--- src/rtl/xilly_stream_pkg.sv ---
// Shared types and helpers for the Xillybus 32-bit stream-pair host endpoint.
// The generator and the checker both build words through pack_pair.
package xilly_stream_pkg;

  localparam int SAMPLE_W = 16;
  localparam int WORD_W   = 32;

  typedef enum logic [2:0] {
    IDLE  = 3'd0,
    OPEN  = 3'd1,
    RUN   = 3'd2,
    DRAIN = 3'd3,
    CLOSE = 3'd4,
    DONE  = 3'd5
  } state_t;

  function automatic logic [WORD_W-1:0] pack_pair(
    input logic [SAMPLE_W-1:0] lo,
    input logic [SAMPLE_W-1:0] hi
  );
    return {hi, lo};
  endfunction

endpackage

--- src/rtl/xilly_stream_host_if.sv ---
// Write/read stream pair between the host endpoint (master) and the core under test (slave).
interface xilly_stream_host_if;
  import xilly_stream_pkg::*;

  logic              user_w_write_32_wren;
  logic [WORD_W-1:0] user_w_write_32_data;
  logic              user_w_write_32_full;
  logic              user_w_write_32_open;
  logic              user_r_read_32_rden;
  logic [WORD_W-1:0] user_r_read_32_data;
  logic              user_r_read_32_empty;
  logic              user_r_read_32_open;

  modport master (
    output user_w_write_32_wren, user_w_write_32_data, user_w_write_32_open,
    output user_r_read_32_rden, user_r_read_32_open,
    input  user_w_write_32_full, user_r_read_32_data, user_r_read_32_empty
  );

  modport slave (
    input  user_w_write_32_wren, user_w_write_32_data, user_w_write_32_open,
    input  user_r_read_32_rden, user_r_read_32_open,
    output user_w_write_32_full, user_r_read_32_data, user_r_read_32_empty
  );

endinterface

--- src/rtl/xilly_pair_gen.sv ---
// Produces word k = {2k+1+OFFSET, 2k+OFFSET} (16-bit wrap); steps to k+1 on i_advance.
module xilly_pair_gen
  import xilly_stream_pkg::*;
#(
  parameter logic [SAMPLE_W-1:0] OFFSET = 16'd0
) (
  input  logic              i_clk,
  input  logic              i_rst_n,
  input  logic              i_clear,
  input  logic              i_advance,
  output logic [WORD_W-1:0] o_word
);

  logic [SAMPLE_W-1:0] r_lo;
  logic [SAMPLE_W-1:0] w_hi;

  // Low sample of the current pair; high sample is always one above it.
  always_ff @(posedge i_clk) begin
    if (!i_rst_n) begin
      r_lo <= OFFSET;
    end else if (i_clear) begin
      r_lo <= OFFSET;
    end else if (i_advance) begin
      r_lo <= r_lo + 16'd2;
    end
  end

  assign w_hi   = r_lo + 16'd1;
  assign o_word = pack_pair(r_lo, w_hi);

endmodule

--- src/rtl/xilly_stream_host.sv ---
// Host-side loopback self-test: opens both streams, writes NUM_WORDS sample pairs,
// reads them back, checks each against the expected transform and reports pass/fail.
module xilly_stream_host
  import xilly_stream_pkg::*;
#(
  parameter int NUM_WORDS  = 1024,
  parameter int XFORM_ADD  = 0,
  parameter int OPEN_DELAY = 5,
  parameter int TIMEOUT    = 4096
) (
  input  logic                i_bus_clk,
  input  logic                i_bus_rst_n,
  input  logic                i_start,
  output logic                o_busy,
  output logic                o_done,
  output logic                o_pass,
  output logic [15:0]         o_err_count,
  output logic [15:0]         o_words_sent,
  output logic [15:0]         o_words_recv,
  output logic                o_timed_out,
  xilly_stream_host_if.master if_stream
);

  localparam int OD_W = (OPEN_DELAY > 1) ? $clog2(OPEN_DELAY) : 1;
  localparam int TO_W = (TIMEOUT > 1) ? $clog2(TIMEOUT) : 1;
  localparam logic [OD_W-1:0]     OD_LAST = OD_W'(OPEN_DELAY - 1);
  localparam logic [TO_W-1:0]     TO_LAST = TO_W'(TIMEOUT - 1);
  localparam logic [15:0]         NUM_W   = 16'(NUM_WORDS);
  localparam logic [SAMPLE_W-1:0] XF      = SAMPLE_W'(XFORM_ADD);

  state_t            r_state;
  state_t            w_next_state;
  logic [15:0]       r_words_sent;
  logic [15:0]       r_words_recv;
  logic [15:0]       r_err_count;
  logic              r_timed_out;
  logic              r_rd_valid;
  logic [OD_W-1:0]   r_open_cnt;
  logic              r_close_cnt;
  logic [TO_W-1:0]   r_to_cnt;

  logic              w_start_acc;
  logic              w_sent_done;
  logic              w_recv_done;
  logic              w_recv_room;
  logic              w_in_xfer;
  logic              w_timeout;
  logic              w_mismatch;
  logic              w_open;
  logic              w_busy;
  logic              w_done;
  logic              w_wren;
  logic              w_rden;
  logic [WORD_W-1:0] w_wr_word;
  logic [WORD_W-1:0] w_exp_word;

  assign w_start_acc = i_start & ((r_state == IDLE) | (r_state == DONE));
  assign w_sent_done = (r_words_sent == NUM_W);
  assign w_recv_done = (r_words_recv == NUM_W);
  assign w_in_xfer   = (r_state == RUN) | (r_state == DRAIN);
  // A read still in flight counts against the budget so no word beyond NUM_WORDS is pulled.
  assign w_recv_room = (({1'b0, r_words_recv} + {16'd0, r_rd_valid}) < {1'b0, NUM_W});
  assign w_timeout   = w_in_xfer & (r_to_cnt == TO_LAST) & ~r_rd_valid;
  assign w_mismatch  = (if_stream.user_r_read_32_data != w_exp_word);

  // State register.
  always_ff @(posedge i_bus_clk) begin
    if (!i_bus_rst_n) begin
      r_state <= IDLE;
    end else begin
      r_state <= w_next_state;
    end
  end

  // Next-state logic.
  always_comb begin
    w_next_state = r_state;
    case (r_state)
      IDLE:    w_next_state = i_start ? OPEN : IDLE;
      OPEN:    w_next_state = (r_open_cnt == OD_LAST) ? RUN : OPEN;
      RUN: begin
        if (w_recv_done || w_timeout) begin
          w_next_state = CLOSE;
        end else if (w_sent_done) begin
          w_next_state = DRAIN;
        end else begin
          w_next_state = RUN;
        end
      end
      DRAIN:   w_next_state = (w_recv_done || w_timeout) ? CLOSE : DRAIN;
      CLOSE:   w_next_state = r_close_cnt ? DONE : CLOSE;
      DONE:    w_next_state = i_start ? OPEN : DONE;
      default: w_next_state = IDLE;
    endcase
  end

  // Output decode and stream strobes.
  always_comb begin
    w_open = 1'b0;
    w_busy = 1'b0;
    w_done = 1'b0;
    case (r_state)
      IDLE:  w_busy = 1'b0;
      OPEN, RUN, DRAIN: begin
        w_open = 1'b1;
        w_busy = 1'b1;
      end
      CLOSE: w_busy = 1'b1;
      DONE:  w_done = 1'b1;
      default: begin
        w_open = 1'b0;
        w_busy = 1'b0;
        w_done = 1'b0;
      end
    endcase
    w_wren = (r_state == RUN) & ~w_sent_done & ~if_stream.user_w_write_32_full;
    w_rden = w_in_xfer & w_recv_room & ~if_stream.user_r_read_32_empty;
  end

  // Per-run result counters; cleared when a start is accepted.
  always_ff @(posedge i_bus_clk) begin
    if (!i_bus_rst_n || w_start_acc) begin
      r_words_sent <= 16'd0;
      r_words_recv <= 16'd0;
      r_err_count  <= 16'd0;
      r_timed_out  <= 1'b0;
      r_rd_valid   <= 1'b0;
    end else begin
      r_rd_valid <= w_rden;
      if (w_wren) begin
        r_words_sent <= r_words_sent + 16'd1;
      end
      if (r_rd_valid) begin
        r_words_recv <= r_words_recv + 16'd1;
        if (w_mismatch && (r_err_count != 16'hFFFF)) begin
          r_err_count <= r_err_count + 16'd1;
        end
      end
      if (w_timeout && !w_recv_done) begin
        r_timed_out <= 1'b1;
      end
    end
  end

  // Phase timers: open settle, close hold and receive watchdog.
  always_ff @(posedge i_bus_clk) begin
    if (!i_bus_rst_n) begin
      r_open_cnt  <= '0;
      r_close_cnt <= 1'b0;
      r_to_cnt    <= '0;
    end else begin
      r_open_cnt  <= (r_state == OPEN) ? r_open_cnt + OD_W'(1) : '0;
      r_close_cnt <= (r_state == CLOSE) ? ~r_close_cnt : 1'b0;
      r_to_cnt    <= (w_in_xfer && !r_rd_valid && !w_timeout) ? r_to_cnt + TO_W'(1) : '0;
    end
  end

  xilly_pair_gen #(.OFFSET(16'd0)) u_wr_gen (
    .i_clk     (i_bus_clk),
    .i_rst_n   (i_bus_rst_n),
    .i_clear   (w_start_acc),
    .i_advance (w_wren),
    .o_word    (w_wr_word)
  );

  xilly_pair_gen #(.OFFSET(XF)) u_exp_gen (
    .i_clk     (i_bus_clk),
    .i_rst_n   (i_bus_rst_n),
    .i_clear   (w_start_acc),
    .i_advance (r_rd_valid),
    .o_word    (w_exp_word)
  );

  assign if_stream.user_w_write_32_wren = w_wren;
  assign if_stream.user_w_write_32_data = w_open ? w_wr_word : 32'd0;
  assign if_stream.user_w_write_32_open = w_open;
  assign if_stream.user_r_read_32_rden  = w_rden;
  assign if_stream.user_r_read_32_open  = w_open;

  assign o_busy       = w_busy;
  assign o_done       = w_done;
  assign o_pass       = w_done & ~r_timed_out & (r_err_count == 16'd0) & w_recv_done;
  assign o_err_count  = r_err_count;
  assign o_words_sent = r_words_sent;
  assign o_words_recv = r_words_recv;
  assign o_timed_out  = r_timed_out;

endmodule
--- src/flat_wrapper.sv ---
// flat-port wrapper written by rule: the top's interface ports become plain ports
module xilly_stream_host_flat import xilly_stream_pkg::*;
#(
  parameter int NUM_WORDS  = 1024,
  parameter int XFORM_ADD  = 0,
  parameter int OPEN_DELAY = 5,
  parameter int TIMEOUT    = 4096
)
  (i_bus_clk, i_bus_rst_n, i_start, o_busy, o_done, o_pass, o_err_count, o_words_sent, o_words_recv, o_timed_out, if_stream_user_w_write_32_wren, if_stream_user_w_write_32_data, if_stream_user_w_write_32_open, if_stream_user_r_read_32_rden, if_stream_user_r_read_32_open, if_stream_user_w_write_32_full, if_stream_user_r_read_32_data, if_stream_user_r_read_32_empty);
  xilly_stream_host_if if_stream_i ();
  input  logic i_bus_clk;
  input  logic i_bus_rst_n;
  input  logic i_start;
  output logic o_busy;
  output logic o_done;
  output logic o_pass;
  output logic [15:0] o_err_count;
  output logic [15:0] o_words_sent;
  output logic [15:0] o_words_recv;
  output logic o_timed_out;
  output wire logic [$bits(if_stream_i.user_w_write_32_wren)-1:0] if_stream_user_w_write_32_wren;
  output wire logic [$bits(if_stream_i.user_w_write_32_data)-1:0] if_stream_user_w_write_32_data;
  output wire logic [$bits(if_stream_i.user_w_write_32_open)-1:0] if_stream_user_w_write_32_open;
  output wire logic [$bits(if_stream_i.user_r_read_32_rden)-1:0] if_stream_user_r_read_32_rden;
  output wire logic [$bits(if_stream_i.user_r_read_32_open)-1:0] if_stream_user_r_read_32_open;
  input wire logic [$bits(if_stream_i.user_w_write_32_full)-1:0] if_stream_user_w_write_32_full;
  input wire logic [$bits(if_stream_i.user_r_read_32_data)-1:0] if_stream_user_r_read_32_data;
  input wire logic [$bits(if_stream_i.user_r_read_32_empty)-1:0] if_stream_user_r_read_32_empty;
  assign if_stream_user_w_write_32_wren = if_stream_i.user_w_write_32_wren;
  assign if_stream_user_w_write_32_data = if_stream_i.user_w_write_32_data;
  assign if_stream_user_w_write_32_open = if_stream_i.user_w_write_32_open;
  assign if_stream_user_r_read_32_rden = if_stream_i.user_r_read_32_rden;
  assign if_stream_user_r_read_32_open = if_stream_i.user_r_read_32_open;
  assign if_stream_i.user_w_write_32_full = if_stream_user_w_write_32_full;
  assign if_stream_i.user_r_read_32_data = if_stream_user_r_read_32_data;
  assign if_stream_i.user_r_read_32_empty = if_stream_user_r_read_32_empty;
  xilly_stream_host #(.NUM_WORDS(NUM_WORDS), .XFORM_ADD(XFORM_ADD), .OPEN_DELAY(OPEN_DELAY), .TIMEOUT(TIMEOUT)) u_core (.i_bus_clk(i_bus_clk), .i_bus_rst_n(i_bus_rst_n), .i_start(i_start), .o_busy(o_busy), .o_done(o_done), .o_pass(o_pass), .o_err_count(o_err_count), .o_words_sent(o_words_sent), .o_words_recv(o_words_recv), .o_timed_out(o_timed_out), .if_stream(if_stream_i));
endmodule
--- config.mk ---
export PLATFORM = sky130hd
export DESIGN_NAME = xilly_stream_host_flat
export DESIGN_NICKNAME = d
export VERILOG_FILES = /design/src/rtl/xilly_stream_pkg.sv /design/src/rtl/xilly_stream_host_if.sv /design/src/rtl/xilly_pair_gen.sv /design/src/rtl/xilly_stream_host.sv /design/src/flat_wrapper.sv
export SDC_FILE = /design/constraint.sdc
export NUM_CORES = 1
export LEC_CHECK = 0
export CORE_UTILIZATION = 46
export CTS_CLUSTER_DIAMETER = 40
export DETAILED_ROUTE_END_ITERATION = 10
export PLACE_DENSITY = 0.76
export SYNTH_ARGS = -nofsm -noshare
export SYNTH_HDL_FRONTEND = slang
export SYNTH_SLANG_ARGS = --single-unit
export TNS_END_PERCENT = 50
--- constraint.sdc ---
create_clock -name i_bus_clk -period 4.75 [get_ports i_bus_clk]
set_input_delay 0.7125 -clock i_bus_clk [delete_from_list [all_inputs] [get_ports i_bus_clk]]
set_output_delay 0.7125 -clock i_bus_clk [all_outputs]
set_load 0.01 [all_outputs]
Word level (Yosys, flattened, before mapping) --
Index checks and enable logic that the tools add are counted.
Cells by class: add/subtract/negate cells 10, magnitude comparators 1, equality and inequality tests 11, mux-type cells 12, bitwise logic cells 19, reduce and logical (&&, ||, !) cells 19
Operators by type and width (count):
- $add A16 B1 Y16 const B | 5
- $add A16 B2 Y16 const B | 2
- $eq A16 B11 Y1 const B | 2
- $mux W32 | 1
- $ne A32 B32 Y1 | 1
- $pmux W3 S6 | 1
- $add A16 B1 Y17 | 1
- $lt A17 B11 Y1 const B | 1
- $logic_not A16 Y1 | 1
- $ne A16 B16 Y1 const B | 1
- $add A12 B1 Y12 const B | 1
- $eq A12 B12 Y1 const B | 1
- $and A1 B1 Y1 | 10
- $eq A3 B3 Y1 const B | 3
- $mux W3 | 3
- $reduce_and A2 Y1 | 4
- $not A1 Y1 | 7
- $eq A3 B2 Y1 const B | 2
- $mux W1 | 6
- $logic_and A1 B1 Y1 | 4
- $logic_not A1 Y1 | 4
- $reduce_or A4 Y1 | 1
- $add A3 B1 Y3 const B | 1
- $eq A3 B1 Y1 const B | 1
- other kinds (6) | 8
Word-level totals: register bits after elaboration 101, input port bits 37, output and inout bits 88

Longest topological paths before layout --
Gate-level depths: netlist of the first run.
depth after elaboration 7, depth in mapped cells 9, gate-level depth less buffers 8

Modules after synthesis --
Synthesis of the first run repeated with hierarchy kept, for this count alone.
Second synthesis, totals: cell total of the unflattened synthesis 673, area total of the unflattened synthesis 5624.1 um^2
By module, submodules not included:
- xilly_stream_host | instances 1, cells each 477, area each 3902.5 um^2
- xilly_pair_gen | instances 2, cells each 98, area each 860.8 um^2

Least setup slack after synthesis of the first run --
No wires, ideal clock.
kind reg-to-output, from reg u_core.r_words_recv[2], in the netlist u_core.o_words_recv[2], to out if_stream_user_r_read_32_rden, arrival time 1.670 ns, setup slack 2.367 ns, cell stages (with the launch flop) 7, cell sequence dfxtp_1 > and4_1 > and3_1 > buf_2 > a211o_1 > a221oi_1 > and3_1
On the way: word-level cells in the longest chain between the ends 4
Ends and longest elaborated chain:
- start, declared | RTL line xilly_stream_host.sv:34 | logic [15:0] r_words_recv;
- start signal, assigned | RTL line xilly_stream_host.sv:134 | r_words_recv <= r_words_recv + 16'd1;
- $add A16 B1 Y17 | RTL line xilly_stream_host.sv:62 | assign w_recv_room = (({1'b0, r_words_recv} + {16'd0, r_rd_valid}) < {1'b0, NUM_W});
- $lt A17 B11 Y1 | RTL line xilly_stream_host.sv:62
- $and A1 B1 Y1 (2 in a row) | RTL line xilly_stream_host.sv:117 | w_rden = w_in_xfer & w_recv_room & ~if_stream.user_r_read_32_empty;
- end, declared | RTL line flat_wrapper.sv:24 | output wire logic [$bits(if_stream_i.user_r_read_32_rden)-1:0] if_stream_user_r_read_32_rden;
Every way passes these cells.

Worst setup path after layout of the first run --
from reg u_core.r_rd_valid, to out if_stream_user_r_read_32_rden
On the way: word-level cells in the longest chain between the ends 4
Ends and longest elaborated chain:
- start, declared | RTL line xilly_stream_host.sv:37 | logic r_rd_valid;
- start signal, assigned | RTL line xilly_stream_host.sv:129 | r_rd_valid <= w_rden;
- $add A16 B1 Y17 | RTL line xilly_stream_host.sv:62
- $lt A17 B11 Y1 | RTL line xilly_stream_host.sv:62
- $and A1 B1 Y1 (2 in a row) | RTL line xilly_stream_host.sv:117
Every way passes these cells.

==> summary.md, run 1 <==
| Metric | Value |
|---|---|
| Peak Freq | `286 MHz` |
| Slew @ Worst Pin | `992 ps` |
| Adder-Cell Fraction of Synth Area | `2.62%` |
| Global-route wire length before repair | `20.1 mm` |
| Clock tree root buffer cell | `clkbuf_16` |
| Num CTS Buffers | `9` |
| Antenna violations before repair | `0` |
| Max cap viols | `0` |
| Post-synth EDFFs | `0` |
| Via count | `4820` |
| Max FO, Critical Path | `21` |
| Global routing usage on met1 | `26.4%` |
| Synth Instances | `635` |
| Cell Rows | `38` |
| Clock sink total | `99` |
| Status | `completed` |
| RSZ-0062 raised after global routing | `no` |
| Number of global-route vias before repair | `4453` |
| Min Clock Period, post-route | `3500 ps` |
| Post-Place Setup Slack | `1490 ps` |
| #FFs+latches synth | `99` |
| Hold_buf cts | `0` |
| Routed WL | `12.0 mm` |
| Gr ovfl total | `0` |
| GRT Total Usage | `21.4%` |
| Setup CP Type | `register to output port` |
| Antenna diodes | `0` |
| Vias per inst | `5.53` |
| Synthesized Nets | `683` |
| DRC | `0` |
| CTS resizes | `0` |
| Fin nets | `775` |
| Slew margin rel. | `33.9%` |
| Worst VDD drop | `0.167 mV` |
| CTS tree | `done` |
| Mapped cell area | `5250 sq um` |
| Fin area | `6690 sq um` |
| Syn avg cell area | `8.27 sq um` |
| IO buf count | `123` |
| Post-DR wirelength/cell | `13.8 microns` |
| DIE HEIGHT | `109 microns` |
| Fraction of layout cells with a size suffix above 1 | `4.10%` |
| Setup TNS | `0 ps` |
| H-tree depth | `3` |
| Post-synthesis simple-gate area fraction | `32.3%` |
| Post-place instance area | `6410 sq um` |
| Clk_lat worst skew | `340 ps` |
| Die W | `109 microns` |
| Cell variety after synth | `54` |
| CP required | `4040 ps` |
| Endpoints failing setup | `0` |
| Compound-gate portion of the synthesized area | `7.91%` |
| XOR/XNOR share of the synthesized area | `11.5%` |
| Clk slew on worst S/H paths | `70 ps` |
| Gp weighted congestion | `0.843` |
| Synth area leader | `dfxtp_1` |
| M2 GR Usage | `36.0%` |
| Met3 Use GR | `5.02%` |
| Leak | `2.25 nW` |
| Fin. Hold Viols | `0` |
| Most common cell in the netlist | `dfxtp_1` |
| DP HPWL | `8.87 mm` |
| Final worst slack | `1250 ps` |
| Ys async rst share | `0%` |
| Worst clock skew | `7.10 ps` |
| Antenna Nets Post-Route | `0` |
| Share of Yosys cell area claimed by the top area cell type | `37.8%` |
| Area added between synthesis and finish | `27.5%` |
| Launching element type of the critical path | `register` |
| Largest net degree at the start of global routing | `32` |
| Synth area leaders | `dfxtp_1 38%, nor2_1 6.3%, xor2_1 5.8%` |
| Initial core utilization | `47.8%` |
| Tightest Hold Check Type | `register to register` |
| Deepest clock path buffer count | `2` |
| Main combinational cell family by area after synthesis | `simple AND/OR/NAND/NOR gates` |
| Seq/Total Area, Yosys | `37.8%` |
| Crit. End Element | `output port` |
| Crit path DAT | `2790 ps` |
| I/O pin count | `125` |
| GRT busiest layer | `met2` |
| Core Area | `11000 sq um` |
| Die ar. | `11800 sq um` |
| Yosys warnings | `0` |
| Drt first pass iters | `5` |
| DRT iter0 DRCs | `179` |
| Post-synth top cells | `99 x dfxtp_1, 88 x nor2_1, 38 x nand2_1` |
| Fin crit share | `73.6%` |
| Main synth FF type | `dfxtp_1` |
| Mux contribution to synthesized area | `0.977%` |
| Post-CTS setup buffer count | `0` |
| Final Slew Violations | `0` |
| Power Density | `237 nW/um^2` |
area by class of cell:
type / count / area (sq um)
clock buffer: 11 / 253
clock inverter: 4 / 26.3
fill: 1000 / 4290
sequential: 99 / 1980
multi-input combinational: 470 / 2920
tap: 140 / 175
inverter: 21 / 78.8
timing repair buffer: 126 / 1250
final timing paths:
path / depth (start not counted) / start / end / slack [ps]
setup / recovery: 7 / u_core.r_rd_valid$_SDFF_PP0_ / if_stream_user_r_read_32_rden / 1250
hold / removal: 1 / u_core.r_open_cnt[0]$_SDFF_PN0_ / u_core.r_open_cnt[0]$_SDFF_PN0_ / 450
setup reg to reg: 4 / u_core.r_state[2]$_SDFF_PN0_ / u_core.o_words_sent[13]$_SDFFE_PP0P_ / 2400
hold reg to reg: 1 / u_core.r_open_cnt[0]$_SDFF_PN0_ / u_core.r_open_cnt[0]$_SDFF_PN0_ / 450
worst max-delay path: stages, from the launching register on:
cell	delay (ps)
dfxtp_1	310
buf_4	270
and4_1	290
and3_1	410
nand4_1	140
a221oi_1	290
and3_1	200
clkdlybuf4s50_1	540
layout by cell type (no fill, tap or decap), types with 3 or more instances in the layout:
cell type,synthesis,layout
o21ai_0,19,19
and4_1,8,8
clkdlybuf4s50_1,0,123
buf_4,19,3
o22ai_1,5,5
nand4_1,30,30
or4_1,8,8
nand3_1,31,31
or3_1,17,17
xnor2_1,34,34
xor2_1,35,35
nand2b_1,3,3
a21oi_1,26,26
and3_1,20,20
o211ai_1,3,3
nor4_1,10,10
dfxtp_1,99,99
o21a_1,3,3
clkbuf_16,0,9
and2_1,21,21
o31ai_1,6,5
mux2i_1,4,4
nor2b_1,4,4
inv_1,21,21
nor2_1,88,88
nand2_1,38,38
ha_1,11,11
nor3_1,18,18
state kept, by name, indices dropped and copies added, names as in the netlist:
signal and count:
u_core.o_err_count 16, u_core.o_words_recv 16, u_core.o_words_sent 16, u_core.u_exp_gen.r_lo 15
u_core.u_wr_gen.r_lo 15, u_core.r_to_cnt 12, u_core.r_open_cnt 3, u_core.r_state 3
u_core.o_timed_out 1, u_core.r_close_cnt 1, u_core.r_rd_valid 1
cell families after synthesis:
family | count (synthesis)
xor+xnor | 69
other cells | 1
simple gates | 314
mux | 5
compound gates | 70
fa+ha+maj | 11
buf+inv | 66
flops | 99
layer usage:
| metal | up-vias | wire length (microns) |
|---|---|---|
| met1 | 2272 | 5370 |
| met4 | 0 | 272 |
| met3 | 19 | 640 |
| li1 | 2389 | - |
| met5 | - | 0 |
| met2 | 140 | 5720 |
power breakdown:
part | internal [W] | leakage [nW] | switching (W)
clock | 0.000380 | 0.137 | 0.000300
combinational | 0.0000401 | 1.32 | 0.0000354
sequential | 0.000831 | 0.797 | 0.00000156
per-stage QoR:
step	hold WS, ps	cells	power (W)	util, %
5_1_grt	481	871	0.00165	60.9
6_report	450	871	0.00159	60.9
3_3_place_gp	425	856	0.000926	58.4
3_5_place_dp	443	856	0.000928	58.4
4_1_cts	453	871	0.00161	60.9
2_1_floorplan	417	635	0.000883	-
Power figures use the tool's default switching activity.
==> run 2, diff against run 1 <==
==> constraint.sdc (replaced) <==
create_clock -name i_bus_clk -period 3.3 [get_ports i_bus_clk]
set_input_delay 0.495 -clock i_bus_clk [delete_from_list [all_inputs] [get_ports i_bus_clk]]
set_output_delay 0.495 -clock i_bus_clk [all_outputs]
set_load 0.01 [all_outputs]
==> run 2 against run 1 <==
Net effect:
- critical path type unchanged
- combinational power grew 46%
- largest cell class unchanged
- sequential share of layout area shrank 0.23 points
- cell area grew 0.79%
- first-iteration DRC count grew 3.4%
- non-clock buffer count grew 2
==> summary.md, run 2 (synthesized netlist as in run 1, its figures left out) <==
| Metric | Value |
|---|---|
| Initial core utilization | `47.8% (unchanged)` |
| Max cap viols | `0 (unchanged)` |
| Sequential share of power | `49.4% (was 52.4%)` |
| Post-CTS setup buffer count | `0 (unchanged)` |
| Drt first pass iters | `4 (was 5)` |
| Largest net degree at the start of global routing | `35 (was 32)` |
| Hold_buf cts | `0 (unchanged)` |
| Antenna Nets Post-Route | `0 (unchanged)` |
| Gr ovfl total | `0 (unchanged)` |
| Leak | `2.28 nW (was 2.25 nW)` |
| Max FO, Critical Path | `10 (was 21)` |
| Clock tree root buffer cell | `clkbuf_16 (unchanged)` |
| Setup TNS | `0 ps (unchanged)` |
| DP HPWL | `9.18 mm (was 8.87 mm)` |
| Die W | `109 microns (unchanged)` |
| Fin crit share | `93.8%` |
| Slew @ Worst Pin | `640 ps (was 992 ps)` |
| Gp weighted congestion | `0.846 (was 0.843)` |
| Number of global-route vias before repair | `4401 (was 4453)` |
| Via count | `4800 (was 4820)` |
| Fillers | `1011 (was 1000)` |
| Commonest cells after routing, fill and taps aside | `123 x clkdlybuf4s50_1, 99 x dfxtp_1, 88 x nor2_1 (unchanged)` |
| Clk_lat worst skew | `340 ps (about the same)` |
| Design Power | `0.00242 W (was 0.00159 W)` |
| Setup CP Type | `register to output port (unchanged)` |
| Commonest non-fill, non-tap cell in the layout | `clkdlybuf4s50_1 (unchanged)` |
| Status | `completed (unchanged)` |
| Crit path DAT | `2600 ps (was 2790 ps)` |
| Endpoints failing setup | `0 (unchanged)` |
| RSZ-0062 raised after global routing | `no (unchanged)` |
| Antenna diodes | `0 (unchanged)` |
| H-tree depth | `3 (unchanged)` |
| Num CTS Buffers | `9 (unchanged)` |
| Post-DR wirelength/cell | `14.2 microns (was 13.8 microns)` |
| Global-route wire length before repair | `20.2 mm (was 20.1 mm)` |
| Antenna violations before repair | `0 (unchanged)` |
| Hold WS | `442 ps (was 450 ps)` |
| Clock Power Share | `46.1% (was 42.8%)` |
| Worst VDD drop | `0.204 mV (was 0.167 mV)` |
| Tightest Hold Check Type | `register to register (unchanged)` |
| Die ar. | `11800 sq um (unchanged)` |
| Slew margin rel. | `57.2% (was 33.9%)` |
| Fin nets | `777 (was 775)` |
| Sw Share | `20.3% (was 21.2%)` |
| Peak Freq | `323 MHz` |
| GRT Total Usage | `21.5% (was 21.4%)` |
| Switching power | `0.000492 W (was 0.000337 W)` |
| IO buf count | `123 (unchanged)` |
| Core Area | `11000 sq um (unchanged)` |
| CTS resizes | `0 (unchanged)` |
| Worst clock skew | `8.04 ps (was 7.10 ps)` |
| Cell Rows | `38 (unchanged)` |
| Fin. Hold Viols | `0 (unchanged)` |
| Fraction of layout cells with a size suffix above 1 | `4.37% (was 4.10%)` |
| Min Clock Period, post-route | `3100 ps` |
| Part of the power in combinational logic | `4.5% (was 4.8%)` |
| Deepest clock path buffer count | `2 (unchanged)` |
| DRT iter0 DRCs | `185 (was 179)` |
| Final Slew Violations | `0 (unchanged)` |
| Power Density | `360 nW/um^2 (was 237 nW/um^2)` |
| Pint | `0.00193 W (was 0.00125 W)` |
| Routed WL | `12.4 mm (was 12.0 mm)` |
| Clk slew on worst S/H paths | `70 ps (about the same)` |
| CP required | `2800 ps (was 4040 ps)` |
| DRC | `0 (unchanged)` |
| Crit. End Element | `output port (unchanged)` |
| Area added between synthesis and finish | `28.5% (was 27.5%)` |
| Launching element type of the critical path | `register (unchanged)` |
| CTS tree | `done (unchanged)` |
| Clock sink total | `99 (unchanged)` |
| Vias per inst | `5.50 (was 5.53)` |
| DIE HEIGHT | `109 microns (unchanged)` |
| I/O pin count | `125 (unchanged)` |
run 2: power by group through the flow:
stage | logic, W | registers [W] | clock network (W)
6_report | 0.000110 | 0.00120 | 0.00112
5_1_grt | 0.000120 | 0.00120 | 0.00119
4_1_cts | 0.000112 | 0.00120 | 0.00114
3_5_place_dp | 0.000112 | 0.00123 | 0
3_3_place_gp | 0.000109 | 0.00123 | 0
2_1_floorplan | 0.0000466 | 0.00123 | 0
run 2: layout make-up:
class	instances	area [sq um]	share of cell area, %
flip-flops and latches	99	1980	29.4
multi-input cells	470	2920	43.3
clock inverters	5	77.6	1.15
repair buffers	128	1270	18.8
well taps	140	175	2.60
inverters	21	78.8	1.17
clock buffers	10	239	3.54
run 2: final timing paths:
check	startpoint	to	slack (ps)	depth (start not counted)
worst max-delay path	u_core.o_words_recv[2]$_SDFFE_PP0P_	if_stream_user_r_read_32_rden	200	6
worst min-delay path	u_core.r_open_cnt[0]$_SDFF_PN0_	u_core.r_open_cnt[0]$_SDFF_PN0_	440	1
worst max register to register	u_core.o_words_sent[0]$_SDFFE_PP0P_	u_core.u_wr_gen.r_lo[15]$_SDFFE_PP0P_	1100	8
worst min register to register	u_core.r_open_cnt[0]$_SDFF_PN0_	u_core.r_open_cnt[0]$_SDFF_PN0_	440	1
run 2: through the flow:
| step | setup slack (ps) | utilization (%) | cells | cell area, sq um |
|---|---|---|---|---|
| after floorplan | 1130 | - | 635 | 5250 |
| after global placement | 626 | 58.5 | 858 | 6430 |
| after detailed placement | 583 | 58.5 | 858 | 6430 |
| after CTS | 203 | 61.4 | 873 | 6740 |
| after global routing | 60.2 | 61.4 | 873 | 6740 |
| final | 204 | 61.4 | 873 | 6740 |
run 2: critical path: stages, from the launching register on:
cell             delay, ps
dfxtp_1                410
and4_1                 280
and3_1                 380
nand4_1                150
a221oi_1               290
and3_1                 200
clkdlybuf4s50_1        540
run 2: layer usage:
metal  routed length (microns)  vias to the layer above  global-route usage (%)  share of wire, %
li1                          -                     2384                       -                 -
met1                      5590                     2282                    26.9                45
met2                      6170                      122                    37.4                50
met3                       471                       12                    3.53               3.8
met4                       184                        0                    7.05               1.5
met5                         0                        -                       0                 0
==> run 3, diff against run 2 <==
--- a/config.mk
+++ b/config.mk
@@ -5,6 +5,7 @@
 export SDC_FILE = /design/constraint.sdc
 export NUM_CORES = 1
 export LEC_CHECK = 0
+export CORE_ASPECT_RATIO = 2
 export CORE_UTILIZATION = 46
 export CTS_CLUSTER_DIAMETER = 40
 export DETAILED_ROUTE_END_ITERATION = 10
==> run 3 against run 2 <==
Net effect:
- die area grew 0.21%
- combinational power grew 4%
- fmax shrank 0.52%
- final cell count grew 0.11%
- largest cell class unchanged
- worst hold slack gained 8.0 ps
==> summary.md, run 3 (synthesized netlist as in run 1, its figures left out) <==
| Metric | Value |
|---|---|
| Status | `completed (unchanged)` |
| Clock tree root buffer cell | `clkbuf_16 (unchanged)` |
| Crit-path cells | `and4_1, and3_2, a211o_1, a221oi_1, and3_1, clkdlybuf4s50_1 (was and4_1, and3_1, nand4_1, a221oi_1, and3_1, clkdlybuf4s50_1)` |
| Worst VDD drop | `0.300 mV (was 0.204 mV)` |
| DIE HEIGHT | `153 microns (was 109 microns)` |
| Commonest non-fill, non-tap cell in the layout | `clkdlybuf4s50_1 (unchanged)` |
| Commonest cells after routing, fill and taps aside | `123 x clkdlybuf4s50_1, 99 x dfxtp_1, 88 x nor2_1 (unchanged)` |
| Fin crit share | `94.3% (was 93.8%)` |
| Gr ovfl total | `0 (unchanged)` |
| Clk_lat worst skew | `340 ps (about the same)` |
| Die W | `77.5 microns (was 109 microns)` |
| Setup TNS | `0 ps (unchanged)` |
| Cell Rows | `54 (was 38)` |
| Slowest CP cell | `clkdlybuf4s50_1 (unchanged)` |
| Layout Utilization | `61.5% (was 61.4%)` |
| H-tree depth | `3 (unchanged)` |
| Power Density | `365 nW/um^2 (was 360 nW/um^2)` |
| Final Slew Violations | `0 (unchanged)` |
| Largest net degree at the start of global routing | `33 (was 35)` |
| Setup CP Type | `register to output port (unchanged)` |
| Endpoints failing setup | `0 (unchanged)` |
| GRT Total Usage | `22.5% (was 21.5%)` |
| Met3 Use GR | `4.24% (was 3.53%)` |
| Fillers | `973 (was 1011)` |
| DRC | `0 (unchanged)` |
| GRT busiest layer | `met2 (unchanged)` |
| Slew margin rel. | `41.2% (was 57.2%)` |
| Routed WL | `12.8 mm (was 12.4 mm)` |
| Global-route wire length before repair | `21.6 mm (was 20.2 mm)` |
| Launching element type of the critical path | `register (unchanged)` |
| Crit path DAT | `2620 ps (was 2600 ps)` |
| Gp weighted congestion | `0.869 (was 0.846)` |
| Clk slew on worst S/H paths | `70 ps (about the same)` |
| I/O pin count | `125 (unchanged)` |
| Drt first pass iters | `4 (unchanged)` |
| Post-DR wirelength/cell | `14.6 microns (was 14.2 microns)` |
| Worst clock skew | `11.9 ps (was 8.04 ps)` |
| Deepest clock path buffer count | `2 (unchanged)` |
| IO buf count | `123 (unchanged)` |
| Global routing usage on met1 | `22.5% (was 26.9%)` |
| Delay of the slowest critical-path stage | `550 ps (was 540 ps)` |
| M2 GR Usage | `42.9% (was 37.4%)` |
| Post-CTS setup buffer count | `0 (unchanged)` |
| Antenna diodes | `0 (unchanged)` |
| Final worst slack | `188 ps (was 204 ps)` |
| Max FO, Critical Path | `10 (unchanged)` |
| Post-Place Setup Slack | `495 ps (was 583 ps)` |
| Core Area | `11000 sq um (about the same)` |
| DRT iter0 DRCs | `181 (was 185)` |
| Vias per inst | `5.50 (about the same)` |
| Initial core utilization | `47.7% (was 47.8%)` |
| Number of global-route vias before repair | `4748 (was 4401)` |
| Num CTS Buffers | `9 (unchanged)` |
| DP HPWL | `9.83 mm (was 9.18 mm)` |
| CTS tree | `done (unchanged)` |
| Clock sink total | `99 (unchanged)` |
| Min Clock Period, post-route | `3110 ps (was 3100 ps)` |
| Slew @ Worst Pin | `881 ps (was 640 ps)` |
| Antenna violations before repair | `0 (unchanged)` |
| Leak | `2.29 nW (was 2.28 nW)` |
| Fin nets | `777 (unchanged)` |
| CP required | `2800 ps (about the same)` |
| Antenna Nets Post-Route | `0 (unchanged)` |
| RSZ-0062 raised after global routing | `no (unchanged)` |
| Via count | `4805 (was 4800)` |
| Tightest Hold Check Type | `register to register (unchanged)` |
| Max cap viols | `0 (unchanged)` |
| Fraction of layout cells with a size suffix above 1 | `4.63% (was 4.37%)` |
| Crit. End Element | `output port (unchanged)` |
| Area added between synthesis and finish | `29.1% (was 28.5%)` |
| Die ar. | `11900 sq um (was 11800 sq um)` |
| Peak Freq | `321 MHz (was 323 MHz)` |
| Fin. Hold Viols | `0 (unchanged)` |
## run 3: final cells by class
cell class | instances | area [sq um] | share of cell area [%]
multi-input cells | 470 | 2920 | 43.1
inverters | 21 | 78.8 | 1.16
well taps | 140 | 175 | 2.58
clock inverters | 5 | 85.1 | 1.26
clock buffers | 11 | 253 | 3.73
flip-flops and latches | 99 | 1980 | 29.2
repair buffers | 128 | 1280 | 18.9
## run 3: critical path: cells and delay by family (launching register included)
| family | cells | cell delay [ps] |
|---|---|---|
| AO/OA/AOI/OAI | 2 | 580 |
| AND/OR/NAND/NOR | 3 | 780 |
| flip-flops | 1 | 360 |
| buffers and inverters | 1 | 550 |
## run 3: power breakdown
| group | switching (W) | total [W] | internal, W |
|---|---|---|---|
| registers | 0.00000217 | 0.00120 | 0.00120 |
| logic | 0.0000528 | 0.000114 | 0.0000609 |
| clock network | 0.000455 | 0.00116 | 0.000708 |
## run 3: final timing paths
check | from | to | slack [ps] | cells past startpoint
setup reg to reg | u_core.o_err_count[11]$_SDFFE_PP0P_ | u_core.o_err_count[1]$_SDFFE_PP0P_ | 1060 | 6
hold / removal | u_core.r_open_cnt[0]$_SDFF_PN0_ | u_core.r_open_cnt[0]$_SDFF_PN0_ | 450 | 1
setup / recovery | u_core.o_words_recv[2]$_SDFFE_PP0P_ | if_stream_user_r_read_32_rden | 190 | 6
hold reg to reg | u_core.r_open_cnt[0]$_SDFF_PN0_ | u_core.r_open_cnt[0]$_SDFF_PN0_ | 450 | 1
## run 3: metrics by stage
step	cell area (sq um)	total power, W	instances	hold WS (ps)
global route	6780	0.00256	874	484
floorplan	5250	0.00127	635	417
detailed placement	6440	0.00134	858	439
global placement	6440	0.00134	858	428
finish	6780	0.00247	874	449
CTS	6780	0.00250	874	452
## run 3: timing repair
action                     CTS  global route
setup endpoints to repair    0             1
gates resized for setup      0             1
hold buffers                 0             0
## run 3: metal layers
layer / part of all wire [%] / vias to the layer above / routed length (microns)
met4: 3.4 / 0 / 437
met3: 3.5 / 29 / 448
met5: 0 / - / 0
li1: - / 2387 / -
met2: 56 / 125 / 7130
met1: 37 / 2264 / 4780
